File: src/rtl/mem_pkg.sv
// mem_pkg
// Shared definitions for the MEM stage and its alignment helper:
//   - funct3 load encodings and store size encodings
//   - MEM stage handshake state enum
//   - default lane/offset widths and helpers deriving them from XLEN
//   - helpers mapping a load/store code to its access size and signedness
package mem_pkg;

    localparam int DEF_XLEN = 32;
    localparam int BE_W     = DEF_XLEN / 8;
    localparam int OFF_W    = $clog2(BE_W);

    localparam logic [2:0] LD_LB  = 3'b000;
    localparam logic [2:0] LD_LH  = 3'b001;
    localparam logic [2:0] LD_LW  = 3'b010;
    localparam logic [2:0] LD_LD  = 3'b011;
    localparam logic [2:0] LD_LBU = 3'b100;
    localparam logic [2:0] LD_LHU = 3'b101;
    localparam logic [2:0] LD_LWU = 3'b110;

    localparam logic [1:0] ST_SB = 2'b00;
    localparam logic [1:0] ST_SH = 2'b01;
    localparam logic [1:0] ST_SW = 2'b10;
    localparam logic [1:0] ST_SD = 2'b11;

    typedef enum logic [1:0] {
        S_IDLE  = 2'd0,
        S_REQ   = 2'd1,
        S_WAIT  = 2'd2,
        S_DRAIN = 2'd3
    } mem_state_t;

    function automatic int lane_count(input int xlen);
        return xlen / 8;
    endfunction

    function automatic int offset_bits(input int xlen);
        return $clog2(xlen / 8);
    endfunction

    // Access size as log2(bytes). Codes that are not legal for the
    // configured XLEN fall back to the natural width of the datapath.
    function automatic logic [1:0] load_size(input logic [2:0] ltype, input bit is64);
        logic [1:0] natural_sz;
        natural_sz = is64 ? 2'd3 : 2'd2;
        case (ltype)
            LD_LB, LD_LBU: return 2'd0;
            LD_LH, LD_LHU: return 2'd1;
            LD_LW:         return 2'd2;
            LD_LWU:        return is64 ? 2'd2 : natural_sz;
            default:       return natural_sz;
        endcase
    endfunction

    function automatic logic load_signed(input logic [2:0] ltype, input bit is64);
        case (ltype)
            LD_LB, LD_LH: return 1'b1;
            LD_LW:        return is64;
            default:      return 1'b0;
        endcase
    endfunction

    function automatic logic [1:0] store_size(input logic [1:0] stype, input bit is64);
        case (stype)
            ST_SB:   return 2'd0;
            ST_SH:   return 2'd1;
            ST_SW:   return 2'd2;
            default: return is64 ? 2'd3 : 2'd2;
        endcase
    endfunction

endpackage

File: src/rtl/mem_align_unit.sv
// mem_align_unit
// Purely combinational data alignment for the MEM stage.
// Store side (driven from the op being accepted):
//   acc_off    byte offset of the address inside an XLEN word
//   acc_size   log2 of the access size in bytes
//   st_data    raw store data (rs2)
//   st_be      byte enables for the addressed lanes
//   st_wdata   store data replicated across every lane
//   misaligned address is not a multiple of the access size
// Load side (driven from the latched load and the memory read data):
//   ld_off     latched byte offset
//   ld_type    latched funct3 load type
//   ld_rdata   raw read data from memory
//   ld_data    selected lane, sign/zero extended to XLEN
module mem_align_unit
    import mem_pkg::*;
#(
    parameter int XLEN = 32
) (
    input  logic [$clog2(XLEN/8)-1:0] acc_off,
    input  logic [1:0]                acc_size,
    input  logic [XLEN-1:0]           st_data,
    output logic [XLEN/8-1:0]         st_be,
    output logic [XLEN-1:0]           st_wdata,
    output logic                      misaligned,
    input  logic [$clog2(XLEN/8)-1:0] ld_off,
    input  logic [2:0]                ld_type,
    input  logic [XLEN-1:0]           ld_rdata,
    output logic [XLEN-1:0]           ld_data
);

    localparam int LANES = XLEN / 8;
    localparam bit IS64  = (XLEN == 64);

    logic [LANES-1:0] be_base;
    logic [XLEN-1:0]  ld_shifted;
    logic [XLEN-1:0]  ld_keep;
    logic [1:0]       ld_size;
    logic             ld_msb;
    logic             ld_sign;

    // Store path: the enable mask for the size is slid to the offset, and the
    // low bytes of the data are repeated so every lane sees the right byte.
    always_comb begin
        be_base    = '1;
        st_wdata   = st_data;
        misaligned = 1'b0;
        case (acc_size)
            2'd0: begin
                be_base  = LANES'(1);
                st_wdata = {LANES{st_data[7:0]}};
            end
            2'd1: begin
                be_base    = LANES'(3);
                st_wdata   = {(LANES/2){st_data[15:0]}};
                misaligned = acc_off[0];
            end
            2'd2: begin
                be_base    = LANES'(15);
                st_wdata   = {(XLEN/32){st_data[31:0]}};
                misaligned = |acc_off[1:0];
            end
            default: begin
                be_base    = '1;
                st_wdata   = st_data;
                misaligned = |acc_off;
            end
        endcase
        st_be = be_base << acc_off;
    end

    // Load path: shift the addressed lane down to bit 0, keep the access
    // width and fill the upper bits with the lane MSB or zero.
    always_comb begin
        ld_shifted = ld_rdata >> {ld_off, 3'b000};
        ld_size    = load_size(ld_type, IS64);
        case (ld_size)
            2'd0: begin
                ld_keep = XLEN'(8'hFF);
                ld_msb  = ld_shifted[7];
            end
            2'd1: begin
                ld_keep = XLEN'(16'hFFFF);
                ld_msb  = ld_shifted[15];
            end
            2'd2: begin
                ld_keep = XLEN'(32'hFFFF_FFFF);
                ld_msb  = ld_shifted[31];
            end
            default: begin
                ld_keep = '1;
                ld_msb  = ld_shifted[XLEN-1];
            end
        endcase
        ld_sign = load_signed(ld_type, IS64) & ld_msb;
        ld_data = (ld_shifted & ld_keep) | (ld_sign ? ~ld_keep : '0);
    end

endmodule

File: src/rtl/mem_stage_hs.sv
// mem_stage_hs
// MEM pipeline stage between EX/MEM and MEM/WB with a req/gnt/rvalid data
// memory handshake. Non-memory ops pass through with one cycle of latency;
// loads and stores hold the pipeline (stall_out) until memory completes.
// Ports:
//   clk, rst            clock, asynchronous active-low reset
//   in_valid, flush     incoming op valid / kill current or incoming op
//   *_mem               EX/MEM fields (address/ALU value, store data, rd,
//                       load/store flags and types, write-enable, memtoreg)
//   stall_out           high whenever an access is in flight
//   dmem_*              data memory request side and response side
//   misaligned_exc      one-cycle pulse for a misaligned access
//   wb_valid + *_wb/out registered MEM/WB results, valid for one cycle
module mem_stage_hs
    import mem_pkg::*;
#(
    parameter int XLEN   = 32,
    parameter int ADDR_W = 32,
    parameter int REG_W  = 5
) (
    input  logic                clk,
    input  logic                rst,
    input  logic                in_valid,
    input  logic                flush,
    input  logic [XLEN-1:0]     alu_result_mem,
    input  logic [XLEN-1:0]     rs2_data_mem,
    input  logic [REG_W-1:0]    rd_mem,
    input  logic                mem_read_mem,
    input  logic                mem_write_mem,
    input  logic [2:0]          mem_load_type_mem,
    input  logic [1:0]          mem_store_type_mem,
    input  logic                wb_reg_file_mem,
    input  logic                memtoreg_mem,
    output logic                stall_out,
    output logic                dmem_req,
    output logic                dmem_we,
    output logic [ADDR_W-1:0]   dmem_addr,
    output logic [XLEN-1:0]     dmem_wdata,
    output logic [XLEN/8-1:0]   dmem_be,
    input  logic                dmem_gnt,
    input  logic                dmem_rvalid,
    input  logic [XLEN-1:0]     dmem_rdata,
    output logic                misaligned_exc,
    output logic                wb_valid,
    output logic [XLEN-1:0]     alu_result_for_wb,
    output logic [XLEN-1:0]     load_wb_data,
    output logic [REG_W-1:0]    rd_for_wb,
    output logic                wb_reg_file_out,
    output logic                memtoreg_out
);

    localparam int LANES = lane_count(XLEN);
    localparam int OFF_W = offset_bits(XLEN);
    localparam bit IS64  = (XLEN == 64);

    mem_state_t state_q, state_d;

    logic              wb_valid_q, wb_valid_d;
    logic [XLEN-1:0]   alu_wb_q, alu_wb_d;
    logic [XLEN-1:0]   load_wb_q, load_wb_d;
    logic [REG_W-1:0]  rd_wb_q, rd_wb_d;
    logic              wbreg_wb_q, wbreg_wb_d;
    logic              memtoreg_wb_q, memtoreg_wb_d;
    logic              exc_q, exc_d;

    logic [ADDR_W-1:0] req_addr_q, req_addr_d;
    logic              req_we_q, req_we_d;
    logic [LANES-1:0]  req_be_q, req_be_d;
    logic [XLEN-1:0]   req_wdata_q, req_wdata_d;

    logic              op_load_q, op_load_d;
    logic [OFF_W-1:0]  op_off_q, op_off_d;
    logic [2:0]        op_ltype_q, op_ltype_d;
    logic [XLEN-1:0]   op_alu_q, op_alu_d;
    logic [REG_W-1:0]  op_rd_q, op_rd_d;
    logic              op_wbreg_q, op_wbreg_d;
    logic              op_memtoreg_q, op_memtoreg_d;

    logic              accept;
    logic              in_is_mem;
    logic [1:0]        in_size;
    logic [ADDR_W-1:0] addr_full;
    logic [LANES-1:0]  st_be;
    logic [XLEN-1:0]   st_wdata;
    logic              misaligned;
    logic [XLEN-1:0]   ld_data;

    // A read+write op is treated as a load, so mem_read_mem alone picks the side.
    assign accept    = (state_q == S_IDLE) && in_valid && !flush;
    assign in_is_mem = mem_read_mem || mem_write_mem;
    assign in_size   = mem_read_mem ? load_size(mem_load_type_mem, IS64)
                                    : store_size(mem_store_type_mem, IS64);

    generate
        if (ADDR_W <= XLEN) begin : g_addr_trunc
            assign addr_full = alu_result_mem[ADDR_W-1:0];
        end else begin : g_addr_ext
            assign addr_full = {{(ADDR_W-XLEN){1'b0}}, alu_result_mem};
        end
    endgenerate

    mem_align_unit #(
        .XLEN (XLEN)
    ) u_align (
        .acc_off    (alu_result_mem[OFF_W-1:0]),
        .acc_size   (in_size),
        .st_data    (rs2_data_mem),
        .st_be      (st_be),
        .st_wdata   (st_wdata),
        .misaligned (misaligned),
        .ld_off     (op_off_q),
        .ld_type    (op_ltype_q),
        .ld_rdata   (dmem_rdata),
        .ld_data    (ld_data)
    );

    // Next-state and registered-output logic. Writeback fields only change
    // on a completion, so they hold their last value between pulses.
    always_comb begin
        state_d       = state_q;
        wb_valid_d    = 1'b0;
        exc_d         = 1'b0;
        alu_wb_d      = alu_wb_q;
        load_wb_d     = load_wb_q;
        rd_wb_d       = rd_wb_q;
        wbreg_wb_d    = wbreg_wb_q;
        memtoreg_wb_d = memtoreg_wb_q;
        req_addr_d    = req_addr_q;
        req_we_d      = req_we_q;
        req_be_d      = req_be_q;
        req_wdata_d   = req_wdata_q;
        op_load_d     = op_load_q;
        op_off_d      = op_off_q;
        op_ltype_d    = op_ltype_q;
        op_alu_d      = op_alu_q;
        op_rd_d       = op_rd_q;
        op_wbreg_d    = op_wbreg_q;
        op_memtoreg_d = op_memtoreg_q;

        case (state_q)
            S_IDLE: begin
                if (accept) begin
                    if (!in_is_mem || misaligned) begin
                        // Pass-through, or a misaligned access retired
                        // immediately without touching memory.
                        wb_valid_d    = 1'b1;
                        alu_wb_d      = alu_result_mem;
                        rd_wb_d       = rd_mem;
                        memtoreg_wb_d = memtoreg_mem;
                        wbreg_wb_d    = in_is_mem ? 1'b0 : wb_reg_file_mem;
                        exc_d         = in_is_mem;
                    end else begin
                        req_addr_d    = addr_full & ~ADDR_W'(LANES - 1);
                        req_we_d      = !mem_read_mem;
                        req_be_d      = st_be;
                        req_wdata_d   = mem_read_mem ? '0 : st_wdata;
                        op_load_d     = mem_read_mem;
                        op_off_d      = alu_result_mem[OFF_W-1:0];
                        op_ltype_d    = mem_load_type_mem;
                        op_alu_d      = alu_result_mem;
                        op_rd_d       = rd_mem;
                        op_wbreg_d    = wb_reg_file_mem;
                        op_memtoreg_d = memtoreg_mem;
                        state_d       = S_REQ;
                    end
                end
            end

            S_REQ: begin
                if (flush) begin
                    // A granted load still owes a response unless it arrived
                    // in this very cycle; a granted store is simply committed.
                    if (dmem_gnt && op_load_q && !dmem_rvalid) begin
                        state_d = S_DRAIN;
                    end else begin
                        state_d = S_IDLE;
                    end
                end else if (dmem_gnt) begin
                    if (!op_load_q || dmem_rvalid) begin
                        wb_valid_d    = 1'b1;
                        alu_wb_d      = op_alu_q;
                        rd_wb_d       = op_rd_q;
                        memtoreg_wb_d = op_memtoreg_q;
                        wbreg_wb_d    = op_load_q ? op_wbreg_q : 1'b0;
                        if (op_load_q) begin
                            load_wb_d = ld_data;
                        end
                        state_d = S_IDLE;
                    end else begin
                        state_d = S_WAIT;
                    end
                end
            end

            S_WAIT: begin
                if (flush) begin
                    state_d = dmem_rvalid ? S_IDLE : S_DRAIN;
                end else if (dmem_rvalid) begin
                    wb_valid_d    = 1'b1;
                    alu_wb_d      = op_alu_q;
                    rd_wb_d       = op_rd_q;
                    memtoreg_wb_d = op_memtoreg_q;
                    wbreg_wb_d    = op_wbreg_q;
                    load_wb_d     = ld_data;
                    state_d       = S_IDLE;
                end
            end

            S_DRAIN: begin
                if (dmem_rvalid) begin
                    state_d = S_IDLE;
                end
            end

            default: begin
                state_d = S_IDLE;
            end
        endcase
    end

    // State and output registers.
    always_ff @(posedge clk or negedge rst) begin
        if (!rst) begin
            state_q       <= S_IDLE;
            wb_valid_q    <= 1'b0;
            exc_q         <= 1'b0;
            alu_wb_q      <= '0;
            load_wb_q     <= '0;
            rd_wb_q       <= '0;
            wbreg_wb_q    <= 1'b0;
            memtoreg_wb_q <= 1'b0;
            req_addr_q    <= '0;
            req_we_q      <= 1'b0;
            req_be_q      <= '0;
            req_wdata_q   <= '0;
            op_load_q     <= 1'b0;
            op_off_q      <= '0;
            op_ltype_q    <= '0;
            op_alu_q      <= '0;
            op_rd_q       <= '0;
            op_wbreg_q    <= 1'b0;
            op_memtoreg_q <= 1'b0;
        end else begin
            state_q       <= state_d;
            wb_valid_q    <= wb_valid_d;
            exc_q         <= exc_d;
            alu_wb_q      <= alu_wb_d;
            load_wb_q     <= load_wb_d;
            rd_wb_q       <= rd_wb_d;
            wbreg_wb_q    <= wbreg_wb_d;
            memtoreg_wb_q <= memtoreg_wb_d;
            req_addr_q    <= req_addr_d;
            req_we_q      <= req_we_d;
            req_be_q      <= req_be_d;
            req_wdata_q   <= req_wdata_d;
            op_load_q     <= op_load_d;
            op_off_q      <= op_off_d;
            op_ltype_q    <= op_ltype_d;
            op_alu_q      <= op_alu_d;
            op_rd_q       <= op_rd_d;
            op_wbreg_q    <= op_wbreg_d;
            op_memtoreg_q <= op_memtoreg_d;
        end
    end

    assign stall_out         = (state_q != S_IDLE);
    assign dmem_req          = (state_q == S_REQ);
    assign dmem_we           = req_we_q;
    assign dmem_addr         = req_addr_q;
    assign dmem_be           = req_be_q;
    assign dmem_wdata        = req_wdata_q;
    assign misaligned_exc    = exc_q;
    assign wb_valid          = wb_valid_q;
    assign alu_result_for_wb = alu_wb_q;
    assign load_wb_data      = load_wb_q;
    assign rd_for_wb         = rd_wb_q;
    assign wb_reg_file_out   = wbreg_wb_q;
    assign memtoreg_out      = memtoreg_wb_q;

endmodule

File: config.mk
export PLATFORM = sky130hd
export DESIGN_NAME = mem_stage_hs
export DESIGN_NICKNAME = d
export VERILOG_FILES = /design/src/rtl/mem_pkg.sv /design/src/rtl/mem_align_unit.sv /design/src/rtl/mem_stage_hs.sv
export SDC_FILE = /design/constraint.sdc
export NUM_CORES = 1
export LEC_CHECK = 0
export ABC_AREA = 0
export CAP_MARGIN = 5
export CORE_MARGIN = 2
export CORE_UTILIZATION = 40
export CTS_CLUSTER_SIZE = 12
export DETAILED_ROUTE_END_ITERATION = 8
export GPL_ROUTABILITY_DRIVEN = 0
export PLACE_DENSITY = 0.72
export SLEW_MARGIN = 20
export SYNTH_ARGS = -nofsm -noshare
export SYNTH_HDL_FRONTEND = slang
export SYNTH_SLANG_ARGS = --single-unit
File: constraint.sdc
create_clock -name clk -period 2 [get_ports clk]
set_input_delay 0.5 -clock clk [delete_from_list [all_inputs] [get_ports clk]]
set_output_delay 0.5 -clock clk [all_outputs]
set_load 0.02 [all_outputs]
==> flow_summary.yaml, run 1 <==
outcome:
  status: "finished with violations"
  violations: "setup timing"
logic_synthesis:
  synth_most_common_cell: "dfrtp_1"
  synth-edff-count: 0
  ys_ff_latch: 155
  synthArstFlopShare_pct: 100
  synth_area_leader_cell: "dfrtp_1"
  netlist-cell-type-count: 50
  netlist.area_leader.share_pct: 50.4
  synth_ff_type: "dfrtp_1"
  ys_warn_count: 0
  syn_inst: 682
  synthTopCellsByCount: "155 x dfrtp_1, 116 x mux2_2, 68 x nand2_1"
  ys_top_cells_by_area: "dfrtp_1 50%, mux2_2 17%, mux2i_1 4.3%"
  seq_area_frac_synth_pct: 50.4
  syn_area_sq_um: 7700
  syn_area_per_cell_sq_um: 11.3
die:
  core.rowCount: 50
  fp.dieW_um: 143
  die_h_um: 143
  die_area_sq_um: 20400
  coreArea_sq_um: 18800
  io_pins: 260
  initial_core_util_pct: 41.0
routing:
  drtIter0Drc: 290
  viasPerCell: 5.07
  drtPass1Iterations: 4
  vias: 6120
  wire_per_inst_um: 17.7
  antenna_left: 0
  drt_wl_total_mm: 21.4
  drc: 0
hold_path:
  hold_path.class: "reg2reg"
  worstHoldEndpoint: "dmem_be[0]"
  hold_depth: 2
  worstHoldStart: "dmem_be[0]"
flow_run:
  cap_violations: 0
timing:
  finalCritPeriodShare_pct: 101
  hold_viol_final: 0
  setup_violations: 10
  tightest_slew_ns: 0.537
  rsz0062_at_grt: "yes"
  finalMaxSlewViolations: 0
  clock.fmax_mhz: 495
  period_needed_ns: 2.02
  slew_headroom_pct: 64.1
  fin_worst_skew_ns: 0.0111
  setup_ws_ns: -0.0211
pwr:
  total_power_mw: 19.4
  powerDensity_nw_per_um2: 1640
  p_leak_nw: 5.10
  irDropWorstVdd_uv: 944
final_layout:
  fin_area_sq_um: 11800
  n_antenna_cell: 0
  fin_cells: 1207
  layout-drive-gt1-share_pct: 28.0
  final_nets: 1081
  area_growth_pct: 53.3
grt:
  grt_max_degree: 55
  grt_pass1_vias: 6237
  grt.total_usage_pct: 21.1
  grt.overflow.total: 0
  grt_pass1_wl_mm: 33.4
  antenna_found_initial: 0
clock_network:
  cts_buffer_depth: 2
  clk_latency_ns: 0.42
  cts.htree.levels: 4
  clkTransAtPathRegs_ns: 0.06
  cts_tree: "yes"
  clockRootBuffer: "clkbuf_16"
  clkSinkCount: 155
  cts_buffers: 17
setup_path:
  cpMostUsedCell: "a21oi_2"
  worst-endpoint-required_ns: 2.31
  r2r_start: "state_q[1]"
  endpoint_kind: "register"
  cpPeakStageDelay_ns: 0.42
  cp-start-kind: "register"
  rrSetupSlack_ns: -0.02
  worstPathCellList: "inv_2, ha_4, a21oi_2, a21oi_2, nor3_2, buf_4, o221ai_4, buf_6, buf_16, mux2_4"
  r2r-end: "rd_for_wb[1]"
  critical_path.slowest_cell: "dfrtp_1"
  worstPathMaxFanout: 8
  crit_type: "reg2reg"
  crit_family: "buffers and inverters"
  arrival_ns: 2.33
  path_buf_inv: 4
  rr_worst_depth: 10
placement:
  post-place-cells: 1155
  place_area_sq_um: 10700
  dp_hpwl_mm: 15.0
  port_buffers: 257
## cells in the final DEF, fill, tap and decap left out, types with 3 or more instances in the layout
| master | instances |
|---|---|
| nor2b_1 | 9 |
| o31ai_1 | 11 |
| mux2_4 | 11 |
| clkdlybuf4s50_1 | 246 |
| buf_12 | 11 |
| buf_16 | 4 |
| mux2i_1 | 33 |
| dlygate4sd2_1 | 3 |
| nand2_1 | 66 |
| o221ai_1 | 8 |
| o21ai_0 | 29 |
| buf_6 | 9 |
| and2_1 | 3 |
| o211ai_1 | 3 |
| inv_1 | 12 |
| a211oi_1 | 9 |
| mux2_2 | 116 |
| dfrtp_1 | 154 |
| bufinv_16 | 3 |
| inv_2 | 3 |
| a21oi_1 | 33 |
| o22a_1 | 8 |
| ha_4 | 3 |
| clkbuf_16 | 18 |
| nand2b_1 | 9 |
| nor2_1 | 35 |
| buf_4 | 56 |
| clkinv_4 | 3 |
| nand3_1 | 3 |
| o31ai_2 | 7 |
| dlymetal6s2s_1 | 5 |
| inv_6 | 3 |
## cell families after synthesis
| logic type | synth area share [%] |
|---|---|
| mux | 23.2 |
| flops | 50.4 |
| simple gates | 7.77 |
| compound gates | 10.9 |
| buf+inv | 6.82 |
| fa+ha+maj | 0.812 |
| other cells | 0.0487 |
| xor+xnor | 0.114 |
## repair_timing
item	4_1_cts	5_1_grt
endpoints found under the setup margin	118	133
pin swaps	5	8
hold buffers	1	0
hold endpoints to repair	30	0
cloned	4	1
resized for setup	39	26
setup buffers	7	8
## worst max path at each step
stage,endpoint,cells after the start,startpoint
after floorplan,alu_result_for_wb[19],7,mem_read_mem
after CTS,rd_for_wb[1],10,state_q[0]
after global routing,rd_for_wb[1],10,state_q[1]
final,rd_for_wb[1],10,state_q[1]
after detailed placement,alu_result_for_wb[6],7,mem_read_mem
after global placement,alu_result_for_wb[14],7,mem_read_mem
## metrics by stage
stage	hold WS [ns]	utilization [%]	TNS [ns]	worst slack, ns
after floorplan	0.204	-	0	0.000717
after global placement	0.425	57.0	-72.10	-0.600
after detailed placement	0.427	57.0	-76.89	-0.637
after CTS	0.479	62.0	-1.76	-0.0866
after global routing	0.495	62.9	-2.56	-0.0799
final	0.478	62.9	-0.149	-0.0211
## where the power goes
| part | total, mW | switching (mW) | internal [mW] | leakage, nW |
|---|---|---|---|---|
| Sequential | 5.58 | 0.911 | 4.67 | 1.91 |
| Combinational | 10.4 | 4.77 | 5.60 | 2.90 |
| Clock | 3.42 | 1.39 | 2.03 | 0.301 |
## flip-flops by register name, summed over array words and instances, names as in the netlist, 2 cells and up
| name | cells |
|---|---|
| op_rd_q | 5 |
| state_q | 2 |
| rd_for_wb | 5 |
| op_alu_q | 30 |
| op_ltype_q | 3 |
| dmem_wdata | 32 |
| alu_result_for_wb | 32 |
| load_wb_data | 32 |
| dmem_be | 4 |
## cell type report
type	count	area [sq um]
fillers	1504	6960
flip-flops and latches	155	3880
multi-input cells	433	3500
repair buffers	338	3450
clock buffers	18	439
well taps	234	293
clock inverters	14	185
inverters	15	56.3
## worst register-to-register path, stage by stage, from the launching register on
cell	delay, ns
dfrtp_1	0.42
inv_2	0.10
ha_4	0.19
a21oi_2	0.11
a21oi_2	0.04
nor3_2	0.16
buf_4	0.16
o221ai_4	0.11
buf_6	0.17
buf_16	0.15
mux2_4	0.30
## metal layers
| metal | GRT usage [%] | up-vias | routed length (um) |
|---|---|---|---|
| li1 | - | 2934 | - |
| met1 | 27.3 | 2969 | 9230 |
| met2 | 34.1 | 195 | 10400 |
| met3 | 6.37 | 22 | 1450 |
| met4 | 6.41 | 0 | 329 |
| met5 | 0 | - | 0 |
Note: power is estimated with default switching activity, not from simulation.
==> run 2: changes to the inputs <==
- CORE_ASPECT_RATIO: not set -> 1.1
==> run 2 against run 1 <==
Compared with the run above: the flow still finishes with violations (setup timing); non-clock buffer count fell by 14; sequential cell count stayed put; largest cell class unchanged; critical path depth did not move; clock power barely moved; hold slack improved by 0.0014 ns; final cell count barely moved; global-route usage about the same; combinational power barely moved; register-to-register slack about the same; setup slack worse by 0.0012 ns; power fell by 0.86%; highest routed layer is now met5; clock-buffer cell count shrank 1.
==> flow_summary.yaml, run 2 (synthesis gave the netlist of run 1 again) <==
timing:
  period_needed_ns: 2.02
  setup_violations: 14
  clock.fmax_mhz: 494
  setup_ws_ns: -0.0223
  rsz0062_at_grt: "yes"
  hold_viol_final: 0
  finalCritPeriodShare_pct: 101
  fin_worst_skew_ns: 0.00985
  finalMaxSlewViolations: 0
routing:
  drtIter0Drc: 326
  wire_per_inst_um: 18.1
  drc: 0
  viasPerCell: 5.05
  drtPass1Iterations: 5
  drt_wl_total_mm: 21.8
  vias: 6095
  antenna_left: 0
die:
  io_pins: 260
  coreArea_sq_um: 19000
  die_area_sq_um: 20400
  core.rowCount: 53
  fp.dieW_um: 136
  initial_core_util_pct: 40.6
  die_h_um: 150
clock_network:
  clkTransAtPathRegs_ns: 0.06
  clk_latency_ns: 0.42
  clkSinkCount: 155
  cts_buffers: 17
  clockRootBuffer: "clkbuf_16"
  cts.htree.levels: 4
  cts_tree: "yes"
  cts_buffer_depth: 2
placement:
  post-place-cells: 1163
  port_buffers: 257
  dp_hpwl_mm: 15.7
pwr:
  total_power_mw: 19.2
  irDropWorstVdd_uv: 917
  p_leak_nw: 5.02
  powerDensity_nw_per_um2: 1640
setup_path:
  arrival_ns: 2.32
  worst-endpoint-required_ns: 2.29
  crit_type: "reg2reg"
  r2r_start: "state_q[1]"
  r2r-end: "alu_result_for_wb[0]"
  cp-start-kind: "register"
  rr_worst_depth: 10
  worstPathMaxFanout: 7
  endpoint_kind: "register"
  rrSetupSlack_ns: -0.02
final_layout:
  final_core_util_pct: 61.5
  fillers: 1609
  n_antenna_cell: 0
  layout-drive-gt1-share_pct: 26.2
  multi_input_area_sq_um: 3470
  area_growth_pct: 51.6
  most-common-layout-cells: "250 x clkdlybuf4s50_1, 154 x dfrtp_1, 116 x mux2_2"
  layout_commonest_cell: "clkdlybuf4s50_1"
  ff_latch_area_sq_um: 3880
  final_nets: 1067
  fin_cells: 1206
grt:
  grt_max_degree: 47
  grt.total_usage_pct: 21.1
  grt.overflow.total: 0
  antenna_found_initial: 1
  grt_pass1_vias: 6123
  grt_pass1_wl_mm: 33.1
outcome:
  status: "finished with violations"
  violations: "setup timing"
flow_run:
  cap_violations: 0
hold_path:
  worstHoldStart: "dmem_wdata[4]"
  worstHoldEndpoint: "dmem_wdata[4]"
  hold_path.class: "reg2reg"
  hold_depth: 2
## run 2: cell types whose count changed in the layout (fill, tap and decap cells not counted), moves of 3 or more
cell | previous run | this run
o31ai_2 | 7 | 2
buf_6 | 9 | 5
buf_4 | 56 | 45
dlymetal6s2s_1 | 5 | 1
o31ai_1 | 11 | 16
buf_12 | 11 | 14
buf_16 | 4 | 0
clkdlybuf4s50_1 | 246 | 250
## run 2: timing repair
action	CTS	global route
resized for setup	25	25
cloned	3	1
hold buffers	1	0
hold endpoints to repair	26	0
pin swaps	3	3
buffers inserted	5	2
endpoints found under the setup margin	107	129
## run 2: cell type report
cell class	count	share of cell area, %
clock buffers	17	3.64
clock inverters	15	1.72
inverters	15	0.504
multi-input cells	433	29.7
flip-flops and latches	155	33.2
well taps	247	2.65
repair buffers	324	28.5
## run 2: per-layer routing
layer | part of all wire [%] | global-route usage [%] | wire, um
met1 | 43 | 27.0 | 9320
met2 | 48 | 34.2 | 10500
met3 | 7.6 | 6.98 | 1650
met4 | 1.8 | 5.83 | 398
met5 | 0.060 | 0 | 13
## run 2: power breakdown
part           switching, mW  internal [mW]  total, mW
Combinational           4.72           5.44       10.2
Clock                   1.42           2.02       3.44
Sequential             0.929           4.67       5.60
## run 2: worst max path at each step
stage                               start                     to  depth (start not counted)
CTS                            state_q[1]  alu_result_for_wb[19]                         10
finish                         state_q[1]   alu_result_for_wb[0]                         10
floorplan                    mem_read_mem  alu_result_for_wb[19]                          7
global placement             mem_read_mem  alu_result_for_wb[27]                          7
detailed placement  mem_store_type_mem[1]   alu_result_for_wb[4]                          7
global route                   state_q[1]           rd_for_wb[1]                         10
## run 2: critical path, stage by stage (launching register included)
cell,delay (ns)
dfrtp_1,0.39
inv_2,0.08
ha_4,0.18
buf_6,0.12
a21oi_4,0.11
a21oi_2,0.05
nor3_2,0.19
o221ai_4,0.18
buf_12,0.17
clkbuf_16,0.16
mux2_2,0.27
## run 2: metrics by stage
step / area (sq um) / hold WS (ns) / setup WS (ns) / setup TNS (ns)
after floorplan: 7710 / 0.204 / 0.000717 / 0
after global placement: 10700 / 0.411 / -0.570 / -65.56
after detailed placement: 10700 / 0.412 / -0.636 / -72.05
after CTS: 11600 / 0.480 / -0.0826 / -1.81
after global routing: 11700 / 0.509 / -0.110 / -2.69
final: 11700 / 0.480 / -0.0223 / -0.131
==> edit 1, RTL diff (flow settings as in run 2) <==
`REG_W`: 5 -> 7.
--- a/src/rtl/mem_stage_hs.sv
+++ b/src/rtl/mem_stage_hs.sv
@@ -17,5 +17,5 @@
     parameter int XLEN   = 32,
     parameter int ADDR_W = 32,
-    parameter int REG_W  = 5
+    parameter int REG_W  = 7
 ) (
     input  logic                clk,
Interface: changed (resized rd_for_wb and rd_mem); port bits go from 260 to 264. The function was not compared with the original's and may differ.
==> edit 1 against run 2 <==
Largest power group unchanged; wire length is 9.4% higher; first-iteration DRC count is 9.5% lower; sequential cell count is 4 higher; the flow still finishes with violations (negative setup slack); total power is 5.4% higher; sequential power is 2% higher; cell area is 9.0% higher; critical path depth is 2 lower; critical endpoint is now rd_for_wb[5]; count of clock-buffer cells in the layout is 1 higher; synthesized area is 6.3% higher; largest cell class is now multi-input gates; non-clock buffer count is 27 higher; worst setup slack worse by 0.055 ns; final cell count is 4.6% higher.
==> edit 1: results (changes against run 2) <==
Layout Nets=1120 (+5.0%); placed insts=1209 (+4.0%); delay of the slowest critical-path stage=0.41 ns (+0.02 ns); violated checks=negative setup slack; status=complete, but fails checks; Post-Synthesis Cells=710 (+4.1%); first-pass GRT wire length=37400 microns (+13%); met2 usage in global routing=35.8% (+1.6 points); post-CTS setup buffer count=13 (+8); Cell Count, Final, Fillers Out=1262 (+4.6%); final setup violation count=44 (+30); CTS resizes=40 (+60%); met1 usage=27.9% (+0.86 points); final worst slack=-0.0771 ns (-0.0548 ns); Worst Path Max Fanout=9 (+2); Total Routing Usage GR=21.9% (+0.75 points); worst slack at placement=-0.496 ns (+0.141 ns); crit-path leading delay family=compound AO/OA/AOI/OAI gates; worst skew pair latency=0.42 ns (about the same); sequential share of power=28.3% (-0.9 points); sequential cell area fraction in the yosys report=48.6% (-1.8 points); Yosys warning count=0 (unchanged); Yosys cell types=54 (+8.0%); routed vias=6566 (+7.7%); # H-tree levels=4 (unchanged); Port Buf Inserts=261 (+1.6%); ranking of synthesized cells by area=dfrtp_1 49%, mux2_2 16%, mux2i_1 4.4%; maximum clock insertion buffer count=2 (unchanged); Metal-1 WL=10200 microns (+9.3%); VDD IR-drop max=0.000956 V (+4.2%); Hold Crit Class=in -> async; Combinational Power Share=56.6% (+3.7 points); Internal=0.0128 W (+5.2%); static leakage=5.58 nW (+11%); vias in the first global route=6804 (+11%); Initial DRC Count=295 (-9.5%); initial antenna violation count=0 (-1); DRT Pass-1 Iters=5 (unchanged); metal3 WL=1430 microns (-13%); layout cells sized above 1=31.4% (+5.2 points); largest net degree at the start of global routing=63 (+34%); GRT met3 Usage=6.45% (-0.53 points); max layer used=met4; final WL=23900 microns (+9.4%); routed wl met2=11900 microns (+14%); Clock Skew=0.0161 ns (+0.00623 ns); PwrDens=1590 nW/um^2 (-3.4%); synth cell count leaders=159 x dfrtp_1, 118 x mux2_2, 71 x o21ai_0; crit path DAT=2.37 ns (+0.05 ns); Detailed Place HPWL=16300 microns (+4.1%); antenna cells=0 (unchanged)
[edit 1: cell types whose count changed after synthesis, moves of 9 or more]
| cell | change |
|---|---|
| nand2_1 | -31 |
| a21oi_1 | -10 |
| mux2_4 | +9 |
| nand3_1 | +13 |
| o41ai_1 | +17 |
| o21ai_0 | +41 |
[edit 1: logic make-up (layout without fill, tap and decap cells)]
family / Yosys count / after routing / share of synthesized area (%)
AO/OA/AOI/OAI: 164 / 164 / 13.3
XOR/XNOR: 2 / 2 / 0.214
adder cells (fa/ha/maj): 5 / 5 / 0.764
buffers and inverters: 97 / 396 / 7.00
flip-flops: 159 / 159 / 48.6
multiplexers: 172 / 172 / 23.7
other: 1 / 2 / 0.0458
AND/OR/NAND/NOR: 110 / 110 / 6.42
[edit 1: worst paths after layout]
path                                    endpoint  slack, ns  cells after the start
hold reg to reg                  load_wb_data[4]       0.49                      2
min in group clk                 load_wb_data[4]       0.49                      2
setup reg to reg                    rd_for_wb[5]      -0.08                      8
max in group asynchronous  alu_result_for_wb[25]       1.34                      2
hold / removal                  load_wb_data[25]      0.004                      1
setup / recovery                    rd_for_wb[5]      -0.08                      8
[edit 1: stage by stage]
stage / area [sq um] / hold WS (ns) / setup TNS [ns]
3_3_place_gp: 11400 / 0.467 / -55.39
3_5_place_dp: 11400 / 0.476 / -57.95
5_1_grt: 12700 / 0.0233 / -7.08
2_1_floorplan: 8270 / 0.204 / -2.45
4_1_cts: 12300 / 0.0181 / -2.98
6_report: 12700 / 0.00374 / -2.01
[edit 1: layout make-up]
class                   instances  area (sq um)
flip-flops and latches        159          3980
inverters                      13          51.3
clock buffers                  18           439
fillers                      1558          7200
well taps                     252           315
clock inverters                14           109
repair buffers                351          3680
multi-input cells             455          4160
==> edit 2, RTL diff (settings of run 2) <==
Made on the original files. `req_addr_q` no longer has a reset.
--- a/src/rtl/mem_stage_hs.sv
+++ b/src/rtl/mem_stage_hs.sv
@@ -230,5 +230,4 @@
             wbreg_wb_q    <= 1'b0;
             memtoreg_wb_q <= 1'b0;
-            req_addr_q    <= '0;
             req_we_q      <= 1'b0;
             req_be_q      <= '0;
@@ -250,5 +249,4 @@
             wbreg_wb_q    <= wbreg_wb_d;
             memtoreg_wb_q <= memtoreg_wb_d;
-            req_addr_q    <= req_addr_d;
             req_we_q      <= req_we_d;
             req_be_q      <= req_be_d;
@@ -262,4 +260,8 @@
             op_memtoreg_q <= op_memtoreg_d;
         end
+    end
+
+    always_ff @(posedge clk) begin
+        req_addr_q <= req_addr_d;
     end
 
Function: changed (Yosys sat finds a counterexample within 4 cycles, from zero or initial values and one cycle with rst low).
==> edit 2 against run 2 <==
The run still ends with negative setup slack left; synthesized area is 8.6% higher; wire length rose by 28%; total power rose by 3.8%; final cell count up 18%; cell area up 14%; die area rose by 8.3%; clock skew is 0.0030 ns higher; sequential share of layout area grew 2.6 points; sequential cell count rose by 30; worst setup slack lost 0.041 ns; count of clock-buffer cells in the layout unchanged; sequential power increased by 14%; highest routed layer is now met4.
==> edit 2: results (changes against run 2) <==
metal3 WL=1580 microns (-4.5%); Worst R2R End=state_q[1]; filler instances=1582 (-1.7%); fraction of area in multi-input gates=27.7% (-2.0 points); met2 usage in global routing=39.0% (+4.8 points); status=complete, but fails checks; crit path DAT=2.37 ns (+0.05 ns); Total Routing Usage GR=22.5% (+1.4 points); initial antenna violation count=0 (-1); worst skew pair latency=0.44 ns (+0.02 ns); post-synthesis compound-gate area fraction=11.3% (+0.43 points); Post-Synth XOR/XNOR Area=0.314% (+0.20 points); sequential cell area fraction in the yosys report=57.2% (+6.8 points); VDD IR-drop max=0.000702 V (-23%); Layout Nets=1280 (+20%); met1 usage=27.8% (+0.73 points); layout cells sized above 1=22.0% (-4.2 points); final setup violation count=43 (+29); first-pass GRT wire length=38800 microns (+17%); placed insts=1363 (+17%); max layer used=met4; violated checks=negative setup slack; Clock Skew=0.0129 ns (+0.00304 ns); final worst slack=-0.0629 ns (-0.0406 ns); Detailed Place HPWL=17500 microns (+12%); mux cell area share after synthesis=9.13% (-14 points); worst reg2reg path depth=7 (-3); largest net degree at the start of global routing=55 (+17%); Metal-1 WL=11300 microns (+21%); hold_sp=dmem_wdata[7]; Worst Path Max Fanout=6 (-1); internal reg-to-reg setup slack=-0.06 ns (-0.04 ns); setup_tns=-0.885 ns (-0.754 ns); Yosys reg bits=185 (+19%); ranking of synthesized cells by area=dfrtp_1 46%, nand2_1 11%, edfxtp_1 11%; Clock-cell share=4.71% (-0.65 points); Initial DRC Count=362 (+11%); vias in the first global route=7218 (+18%); final WL=28000 microns (+28%); worst hold slack=0.469 ns (-0.0103 ns); ys async rst share=83.8% (-16 points); vias per cell=5.32 (+5.2%); crit-path leading delay family=simple AND/OR/NAND/NOR gates; sequential portion of the cell area=35.9% (+2.6 points); worst slack at placement=-0.572 ns (+0.0647 ns)
## edit 2: changes by cell type after synthesis, moves of 9 or more
cell / change
nand2_1: +181
mux2_2: -108
o21ai_0: +63
buf_4: -32
mux2i_1: +32
edfxtp_1: +30
nand3_1: +28
o31ai_1: -15
a21oi_1: -14
mux2_1: -10
nand3b_1: +10
o31ai_2: +9
## edit 2: power by group through the flow
stage	Clock, W	Combinational (W)	Sequential [W]
3_3_place_gp	0	0.00833	0.00625
2_1_floorplan	0	0.00343	0.00743
5_1_grt	0.00372	0.0106	0.00658
6_report	0.00352	0.00999	0.00641
4_1_cts	0.00358	0.00892	0.00625
3_5_place_dp	0	0.00848	0.00630
## edit 2: cell families after synthesis
family          after synthesis
compound gates              156
other cells                   1
mux                          74
buf+inv                      70
simple gates                351
xor+xnor                      3
flops                       185
fa+ha+maj                     5
